==> config.mk <==
export PLATFORM = sky130hd
export DESIGN_NAME = multdiv_seq_param_flat
export DESIGN_NICKNAME = d
export VERILOG_FILES = /design/src/rtl/multdiv_seq_param_if.sv /design/src/rtl/multdiv_seq_param.sv /design/src/flat_wrapper.sv
export SDC_FILE = /design/constraint.sdc
export NUM_CORES = 1
export LEC_CHECK = 0
export BUFFER_PORTS_ARGS = -buffer_cell sky130_fd_sc_hd__buf_2
export CAP_MARGIN = 20
export CELL_PAD_IN_SITES_DETAIL_PLACEMENT = 1
export CELL_PAD_IN_SITES_GLOBAL_PLACEMENT = 2
export CORE_AREA = 3 3 238 240
export CTS_BUF_LIST = sky130_fd_sc_hd__clkbuf_16
export DETAILED_ROUTE_END_ITERATION = 8
export DIE_AREA = 0 0 241 243
export GPL_ROUTABILITY_DRIVEN = 0
export GPL_TIMING_DRIVEN = 0
export PLACE_DENSITY_LB_ADDON = 0.1
export SLEW_MARGIN = 40
export SYNTH_ARGS = -nofsm -noshare
export SYNTH_HDL_FRONTEND = slang
export SYNTH_SLANG_ARGS = --single-unit
==> constraint.sdc <==
create_clock -name clk_i -period 4.95 [get_ports clk_i]
set_clock_uncertainty 0.2 [all_clocks]
set_input_delay 0.99 -clock clk_i [delete_from_list [all_inputs] [get_ports clk_i]]
set_output_delay 0.99 -clock clk_i [all_outputs]
set_load 0.02 [all_outputs]
==> src/rtl/multdiv_seq_param_if.sv <==
// ---------------------------------------------------------------------------
// multdiv_seq_param_if
// Bundles the EX-stage control, operand and result signals of the sequential
// multiply/divide unit.
//   ALUCtl_i  [4:1]  op control: [4:3]=11 start, [4:3]=10 move-from,
//                    [2]=unsigned, [1]=DIV / read LO
//   Op1_i     WIDTH  multiplicand / dividend
//   Op2_i     WIDTH  multiplier / divisor
//   Res_o     WIDTH  move-from data (HI or LO), 0 when not a move-from
//   Stall_o   1      pipeline hold request
//   DivZero_o 1      sticky divide-by-zero flag
// master: the pipeline side (drives control/operands)
// slave : the multiply/divide unit
// ---------------------------------------------------------------------------
interface multdiv_seq_param_if #(
    parameter int WIDTH = 32
);
    logic [4:1]       ALUCtl_i;
    logic [WIDTH-1:0] Op1_i;
    logic [WIDTH-1:0] Op2_i;
    logic [WIDTH-1:0] Res_o;
    logic             Stall_o;
    logic             DivZero_o;

    modport master (
        output ALUCtl_i, Op1_i, Op2_i,
        input  Res_o, Stall_o, DivZero_o
    );

    modport slave (
        input  ALUCtl_i, Op1_i, Op2_i,
        output Res_o, Stall_o, DivZero_o
    );
endinterface

==> src/rtl/multdiv_seq_param.sv <==
// ---------------------------------------------------------------------------
// multdiv_seq_param
// Sequential multiply/divide unit for the EX stage. Signed/unsigned multiply
// uses radix-4 Booth recoding; signed/unsigned divide is a restoring divider
// working on magnitudes followed by a single sign-fix cycle. Results land in
// the HI/LO registers and are read back with move-from operations.
// Ports:
//   clk_i   clock, rising edge
//   rst_ni  asynchronous active-low reset
//   bus     multdiv_seq_param_if.slave (ALUCtl_i, Op1_i, Op2_i in;
//           Res_o, Stall_o, DivZero_o out)
// ---------------------------------------------------------------------------
module multdiv_seq_param #(
    parameter int WIDTH = 32
) (
    input  logic               clk_i,
    input  logic               rst_ni,
    multdiv_seq_param_if.slave bus
);

    localparam int CW = $clog2(WIDTH + 2);
    localparam int AW = 2 * WIDTH + 3;
    localparam int MW = WIDTH + 2;

    localparam logic [CW-1:0] K_MS = CW'(WIDTH / 2);
    localparam logic [CW-1:0] K_MU = CW'(WIDTH / 2 + 1);
    localparam logic [CW-1:0] K_D  = CW'(WIDTH + 1);
    localparam logic [CW-1:0] ONE  = CW'(1);

    typedef enum logic [1:0] {
        IDLE,
        MULT,
        DIV
    } state_t;

    state_t           r_state;
    state_t           w_stateNext;
    logic [CW-1:0]    r_count;
    logic [AW-1:0]    r_acc;
    logic [MW-1:0]    r_mcand;
    logic             r_unsigned;
    logic             r_negQ;
    logic             r_negR;
    logic [WIDTH-1:0] r_hi;
    logic [WIDTH-1:0] r_lo;
    logic             r_divZero;

    logic             w_start;
    logic             w_moveFrom;
    logic             w_isDiv;
    logic             w_isUnsigned;
    logic             w_divByZero;
    logic             w_op1Neg;
    logic             w_op2Neg;
    logic [WIDTH-1:0] w_op1Mag;
    logic [WIDTH-1:0] w_op2Mag;
    logic [MW-1:0]    w_mcandInit;

    logic             w_corrStep;
    logic [2:0]       w_booth;
    logic [MW-1:0]    w_pp;
    logic [MW-1:0]    w_aSum;
    logic [AW-1:0]    w_accSum;
    logic [AW-1:0]    w_accShift;
    logic [AW-1:0]    w_accNext;

    logic [WIDTH-1:0] w_rem;
    logic [WIDTH-1:0] w_quo;
    logic [WIDTH:0]   w_shifted;
    logic [WIDTH:0]   w_diff;
    logic             w_fits;
    logic [WIDTH-1:0] w_remNext;
    logic [WIDTH-1:0] w_quoNext;

    assign w_start      = (bus.ALUCtl_i[4:3] == 2'b11);
    assign w_moveFrom   = (bus.ALUCtl_i[4:3] == 2'b10);
    assign w_isDiv      = bus.ALUCtl_i[1];
    assign w_isUnsigned = bus.ALUCtl_i[2];
    assign w_divByZero  = w_isDiv && (bus.Op2_i == '0);

    assign w_op1Neg = !w_isUnsigned && bus.Op1_i[WIDTH-1];
    assign w_op2Neg = !w_isUnsigned && bus.Op2_i[WIDTH-1];
    assign w_op1Mag = w_op1Neg ? -bus.Op1_i : bus.Op1_i;
    assign w_op2Mag = w_op2Neg ? -bus.Op2_i : bus.Op2_i;

    // Two guard bits on the multiplicand leave room for the +/-2M partial product.
    assign w_mcandInit = w_isUnsigned ? {2'b00, bus.Op1_i}
                                      : {{2{bus.Op1_i[WIDTH-1]}}, bus.Op1_i};

    // Unsigned multiply runs one extra step for the two zero-extension bits of
    // the multiplier. Those bits recode to {0,0,msb}, i.e. adding M at weight
    // 2^WIDTH. The multiplier is exhausted by then, so this step adds without
    // shifting, and HI/LO come from the same accumulator slice as signed.
    assign w_corrStep = r_unsigned && (r_count == ONE);

    // Booth digit selection from the low three accumulator bits.
    always_comb begin
        w_booth = w_corrStep ? {2'b00, r_acc[0]} : r_acc[2:0];
        w_pp    = '0;
        case (w_booth)
            3'b001, 3'b010: w_pp = r_mcand;
            3'b011:         w_pp = r_mcand << 1;
            3'b100:         w_pp = -(r_mcand << 1);
            3'b101, 3'b110: w_pp = -r_mcand;
            default:        w_pp = '0;
        endcase
    end

    assign w_aSum     = r_acc[AW-1:WIDTH+1] + w_pp;
    assign w_accSum   = {w_aSum, r_acc[WIDTH:0]};
    assign w_accShift = {{2{w_aSum[MW-1]}}, w_accSum[AW-1:2]};
    assign w_accNext  = w_corrStep ? w_accSum : w_accShift;

    // Restoring divide step: remainder in acc[2W-1:W], dividend/quotient in acc[W-1:0].
    assign w_rem     = r_acc[2*WIDTH-1:WIDTH];
    assign w_quo     = r_acc[WIDTH-1:0];
    assign w_shifted = {w_rem, w_quo[WIDTH-1]};
    assign w_diff    = w_shifted - {1'b0, r_mcand[WIDTH-1:0]};
    assign w_fits    = !w_diff[WIDTH];
    assign w_remNext = w_fits ? w_diff[WIDTH-1:0] : w_shifted[WIDTH-1:0];
    assign w_quoNext = {w_quo[WIDTH-2:0], w_fits};

    assign bus.Stall_o   = w_start || (r_state != IDLE);
    assign bus.DivZero_o = r_divZero;
    assign bus.Res_o     = w_moveFrom ? (bus.ALUCtl_i[1] ? r_lo : r_hi) : '0;

    // State register.
    always_ff @(posedge clk_i or negedge rst_ni) begin
        if (!rst_ni) begin
            r_state <= IDLE;
        end else begin
            r_state <= w_stateNext;
        end
    end

    // Next-state logic. Divide by zero resolves in the start cycle and never
    // leaves IDLE; the counter reaching one marks the last busy cycle.
    always_comb begin
        w_stateNext = r_state;
        case (r_state)
            IDLE: begin
                if (w_start) begin
                    if (!w_isDiv) begin
                        w_stateNext = MULT;
                    end else if (!w_divByZero) begin
                        w_stateNext = DIV;
                    end
                end
            end
            MULT, DIV: begin
                if (r_count == ONE) begin
                    w_stateNext = IDLE;
                end
            end
            default: w_stateNext = IDLE;
        endcase
    end

    // Datapath: operand capture on start, one iteration per busy cycle, HI/LO
    // written only on the final cycle so an aborted op leaves them untouched.
    always_ff @(posedge clk_i or negedge rst_ni) begin
        if (!rst_ni) begin
            r_count    <= '0;
            r_acc      <= '0;
            r_mcand    <= '0;
            r_unsigned <= 1'b0;
            r_negQ     <= 1'b0;
            r_negR     <= 1'b0;
            r_hi       <= '0;
            r_lo       <= '0;
            r_divZero  <= 1'b0;
        end else begin
            case (r_state)
                IDLE: begin
                    if (w_start) begin
                        r_divZero  <= w_divByZero;
                        r_unsigned <= w_isUnsigned;
                        if (!w_isDiv) begin
                            r_count <= w_isUnsigned ? K_MU : K_MS;
                            r_acc   <= {{MW{1'b0}}, bus.Op2_i, 1'b0};
                            r_mcand <= w_mcandInit;
                        end else if (w_divByZero) begin
                            r_hi <= bus.Op1_i;
                            r_lo <= '1;
                        end else begin
                            r_count <= K_D;
                            r_acc   <= {{(WIDTH+3){1'b0}}, w_op1Mag};
                            r_mcand <= {2'b00, w_op2Mag};
                            r_negQ  <= w_op1Neg ^ w_op2Neg;
                            r_negR  <= w_op1Neg;
                        end
                    end
                end
                MULT: begin
                    r_acc   <= w_accNext;
                    r_count <= r_count - ONE;
                    if (r_count == ONE) begin
                        r_hi <= w_accNext[2*WIDTH:WIDTH+1];
                        r_lo <= w_accNext[WIDTH:1];
                    end
                end
                DIV: begin
                    r_count <= r_count - ONE;
                    if (r_count == ONE) begin
                        // Sign fix: quotient truncates toward zero, remainder follows the dividend.
                        r_lo <= r_negQ ? -w_quo : w_quo;
                        r_hi <= r_negR ? -w_rem : w_rem;
                    end else begin
                        r_acc <= {3'b000, w_remNext, w_quoNext};
                    end
                end
                default: begin
                end
            endcase
        end
    end

endmodule

==> src/flat_wrapper.sv <==
// flat-port wrapper written by rule: the top's interface ports become plain ports
module multdiv_seq_param_flat 
#(
    parameter int WIDTH = 32
)
  (clk_i, rst_ni, bus_ALUCtl_i, bus_Op1_i, bus_Op2_i, bus_Res_o, bus_Stall_o, bus_DivZero_o);
  multdiv_seq_param_if #(.WIDTH(WIDTH)) bus_i ();
  input  logic clk_i;
  input  logic rst_ni;
  input wire logic [$bits(bus_i.ALUCtl_i)-1:0] bus_ALUCtl_i;
  input wire logic [$bits(bus_i.Op1_i)-1:0] bus_Op1_i;
  input wire logic [$bits(bus_i.Op2_i)-1:0] bus_Op2_i;
  output wire logic [$bits(bus_i.Res_o)-1:0] bus_Res_o;
  output wire logic [$bits(bus_i.Stall_o)-1:0] bus_Stall_o;
  output wire logic [$bits(bus_i.DivZero_o)-1:0] bus_DivZero_o;
  assign bus_i.ALUCtl_i = bus_ALUCtl_i;
  assign bus_i.Op1_i = bus_Op1_i;
  assign bus_i.Op2_i = bus_Op2_i;
  assign bus_Res_o = bus_i.Res_o;
  assign bus_Stall_o = bus_i.Stall_o;
  assign bus_DivZero_o = bus_i.DivZero_o;
  multdiv_seq_param #(.WIDTH(WIDTH)) u_core (.clk_i(clk_i), .rst_ni(rst_ni), .bus(bus_i));
endmodule
==> metrics <==
status finished, final reports clean; Slew Viols, Final 0; Worst path slowest cell dfrtp_1; vias in the first global route 20420; total negative slack 0 ns; Tcrit/Tclk final 99.86%; Initial Utilization 32.85%; Max clock buf depth 2; cell taking the most area after synthesis dfrtp_1; Setup crit end kind flop; Vias 21090; Ports 104; wire length per cell 29.45 um; Core ar. 54880 um^2; area delta synth->final 25.15%; post-route cell area 22560 um^2; Post-DP Area 19540 um^2; DR vias/cell 6.225; post-DP HPWL 78070 um; Clock Sinks 176; Hold WS 0.1759 ns; final hold viol count 0; violation count after the first detailed-route iteration 2069; largest net degree at the start of global routing 63; 1st-pass router iterations 5; Synth Flop Type dfrtp_1; share of cells above drive strength 1 19.20%; initial antenna violation count 6; # H-tree levels 4; GRT Resource Usage Total 33.18%; Cells after Synth 2475; Pwr Density 894.2 nW/um^2; Worst slew margin 35.36%; DRC viols 0; Non-Filler Instances 3388; clk_lat worst skew 0.51 ns; Leak 9.262 nW; CP peak stage delay 0.43 ns; die width 241 um; Hold WC Path Type in -> async; DIE AREA 58560 um^2; Area contributors post-synth dfrtp_1 (24%), o21ai_0 (9.1%), nand2_1 (7.2%); Clock Pin Slew Worst Setup and Hold Paths 0.08 ns; first-pass GRT wire length 142600 um; Placed Cells 3284; Final nets 2817; CP Cell Sequence ha_4 -> nor2b_4 -> and3_4 -> buf_12 -> clkbuf_16 -> a22o_4 -> clkbuf_16 -> a22oi_2 -> nand2_2 -> fa_2 -> a21o_1 -> a21oi_4 -> buf_4 -> o21ai_0 -> xnor2_1 -> nor2_1 -> o21ai_0 -> a21oi_1 -> a21oi_1 -> o21ai_0; Synth cell types 75; Post-CTS Hold Fix Bufs 0; cell mode on critical path o21ai_0; synthesized area per cell 7.283 um^2; EDFF count, synth 0; crit path max fanout 10; fill count 6673; CTS tree done; critical path type reg -> reg; CTS root buffer clkbuf_16; Num CTS Buffers 17; Syn Nets 2623; CP arrival 5.11 ns; top-area cell type share of the netlist area 24.43%; WL final 99770 um; std cell rows 86; total power 20.17 mW; Peak VDD IR 0.4772 mV; fmax 202.3 MHz; Synth Register Bits 176; minimum clock period 4.943 ns; worst slew pin tran 0.9695 ns; fraction of registers with async set/reset 100.0%; overall die height 243 um; total gr overflow 0; RR Startpoint u_core.r_count[0]$_DFFE_PN0P_; Synth Cell Area 18020 um^2; Final Setup Violations 0; crit path from u_core.r_count[0]$_DFFE_PN0P_; register area share after synthesis 24.43%; IO buf count 101; Crit path required time 5.12 ns; Worst setup SP type flop; Ys Warns 0; unrepaired setup endpoints after global routing yes; antenna viol nets, final 0; maximum capacitance violations 0
cell type report:
class,count,area [um^2],share of cell area [%]
clock buffer,17,425.4,1.886
clock inverter,15,201.4,0.8930
multi-input combinational,2043,14180,62.87
sequential,176,4422,19.60
antenna,2,5.005,0.02219
timing repair buffer,199,1333,5.907
inverter,64,245.2,1.087
buffer,168,864.6,3.833
tap,704,880.8,3.905
kinds of logic (layout without fill, tap and decap cells):
family | after synthesis | count (layout) | synth area share (%)
and+or+nand+nor | 801 | 801 | 20.05
DFF | 176 | 176 | 24.43
muxes | 95 | 95 | 5.331
AOI/OAI and AO/OA | 890 | 890 | 30.56
adders and majority gates | 78 | 78 | 5.498
other | 0 | 2 | 0
buffers and inverters | 256 | 463 | 5.421
xor gates and xnor gates | 179 | 179 | 8.698
metrics by stage:
| stage | util [%] | worst slack [ns] |
|---|---|---|
| finish | 41.11 | 0.006713 |
| CTS | 39.20 | -0.01200 |
| detailed placement | 35.60 | -2.629 |
| global placement | 35.39 | -2.490 |
| floorplan | - | -0.01990 |
| global route | 41.10 | -0.2063 |
cells in the mapped netlist, types with 32 or more instances:
master,instances
nand3_1,44
clkbuf_1,166
o21ai_0,328
a211oi_1,40
dfrtp_1,176
xnor2_1,108
or3_1,32
nor2_1,192
nor3_1,65
nand2_1,347
a21o_1,57
mux2i_1,87
o31ai_1,42
xor2_1,71
ha_1,76
inv_1,63
a21oi_1,211
what timing repair did:
action,in CTS,in global routing
resized for setup,266,148
setup buffers,39,52
endpoints found under the setup margin,75,84
cloned,1,1
pin swaps,50,64
path summary, 6_finish.rpt:
check | depth (start not counted) | slack (ns) | to
min in group clk_i | 2 | 0.28 | u_core.r_lo[7]$_DFFE_PN0P_
max in group asynchronous | 3 | 3.27 | u_core.r_count[2]$_DFFE_PN0P_
hold reg to reg | 2 | 0.28 | u_core.r_lo[7]$_DFFE_PN0P_
setup reg to reg | 20 | 0.007 | u_core.r_hi[4]$_DFFE_PN0P_
hold / removal | 1 | 0.18 | u_core.r_acc[65]$_DFFE_PN0P_
setup / recovery | 20 | 0.007 | u_core.r_hi[4]$_DFFE_PN0P_
worst max-delay path: cells and delay by family (launching register included):
family	cells	cell delay, ns
AOI/OAI and AO/OA	9	2.13
xor gates and xnor gates	1	0.28
DFF	1	0.43
adders and majority gates	2	0.57
buffers and inverters	4	0.67
and+or+nand+nor	4	0.52
routing by layer:
metal,vias up,share of wire [%],global-route usage [%]
met5,-,0.027,0
met2,876,43,49.58
li1,9387,-,-
met4,4,3.6,11.09
met3,179,8.8,8.010
met1,10640,45,46.64
where the power goes:
group | switching, mW | internal, mW | leakage (nW) | total, mW
logic | 9.87 | 5.63 | 6.75 | 15.5
clock network | 0.797 | 0.699 | 0.303 | 1.50
registers | 1.07 | 2.10 | 2.21 | 3.18
total | 11.7 | 8.43 | 9.26 | 20.2
layout by cell type, fill, tap and decap left out, types with 15 or more instances in the layout:
master	n
a211oi_1	31
a21o_1	57
a21oi_1	192
a31oi_1	18
buf_2	112
buf_4	89
clkbuf_1	117
clkbuf_16	20
dfrtp_1	162
ha_1	52
ha_4	23
inv_1	59
mux2i_1	80
nand2_1	336
nand2b_1	18
nand3_1	37
nor2_1	182
nor3_1	52
o211ai_1	15
o21ai_0	290
o21ai_1	20
o221ai_1	19
o31ai_1	39
o41ai_1	21
or3_1	29
xnor2_1	103
xor2_1	70
sequential cells by signal, summed over array words and instances (netlist names):
name                  cells
u_core.r_lo              32
u_core.r_negR             1
u_core.r_state            2
u_core.r_acc             67
u_core.r_negQ             1
u_core.r_mcand           33
u_core.r_hi              32
u_core.r_unsigned         1
u_core.bus.DivZero_o      1
u_core.r_count            6
No activity file was read; power rests on OpenSTA's default activity.
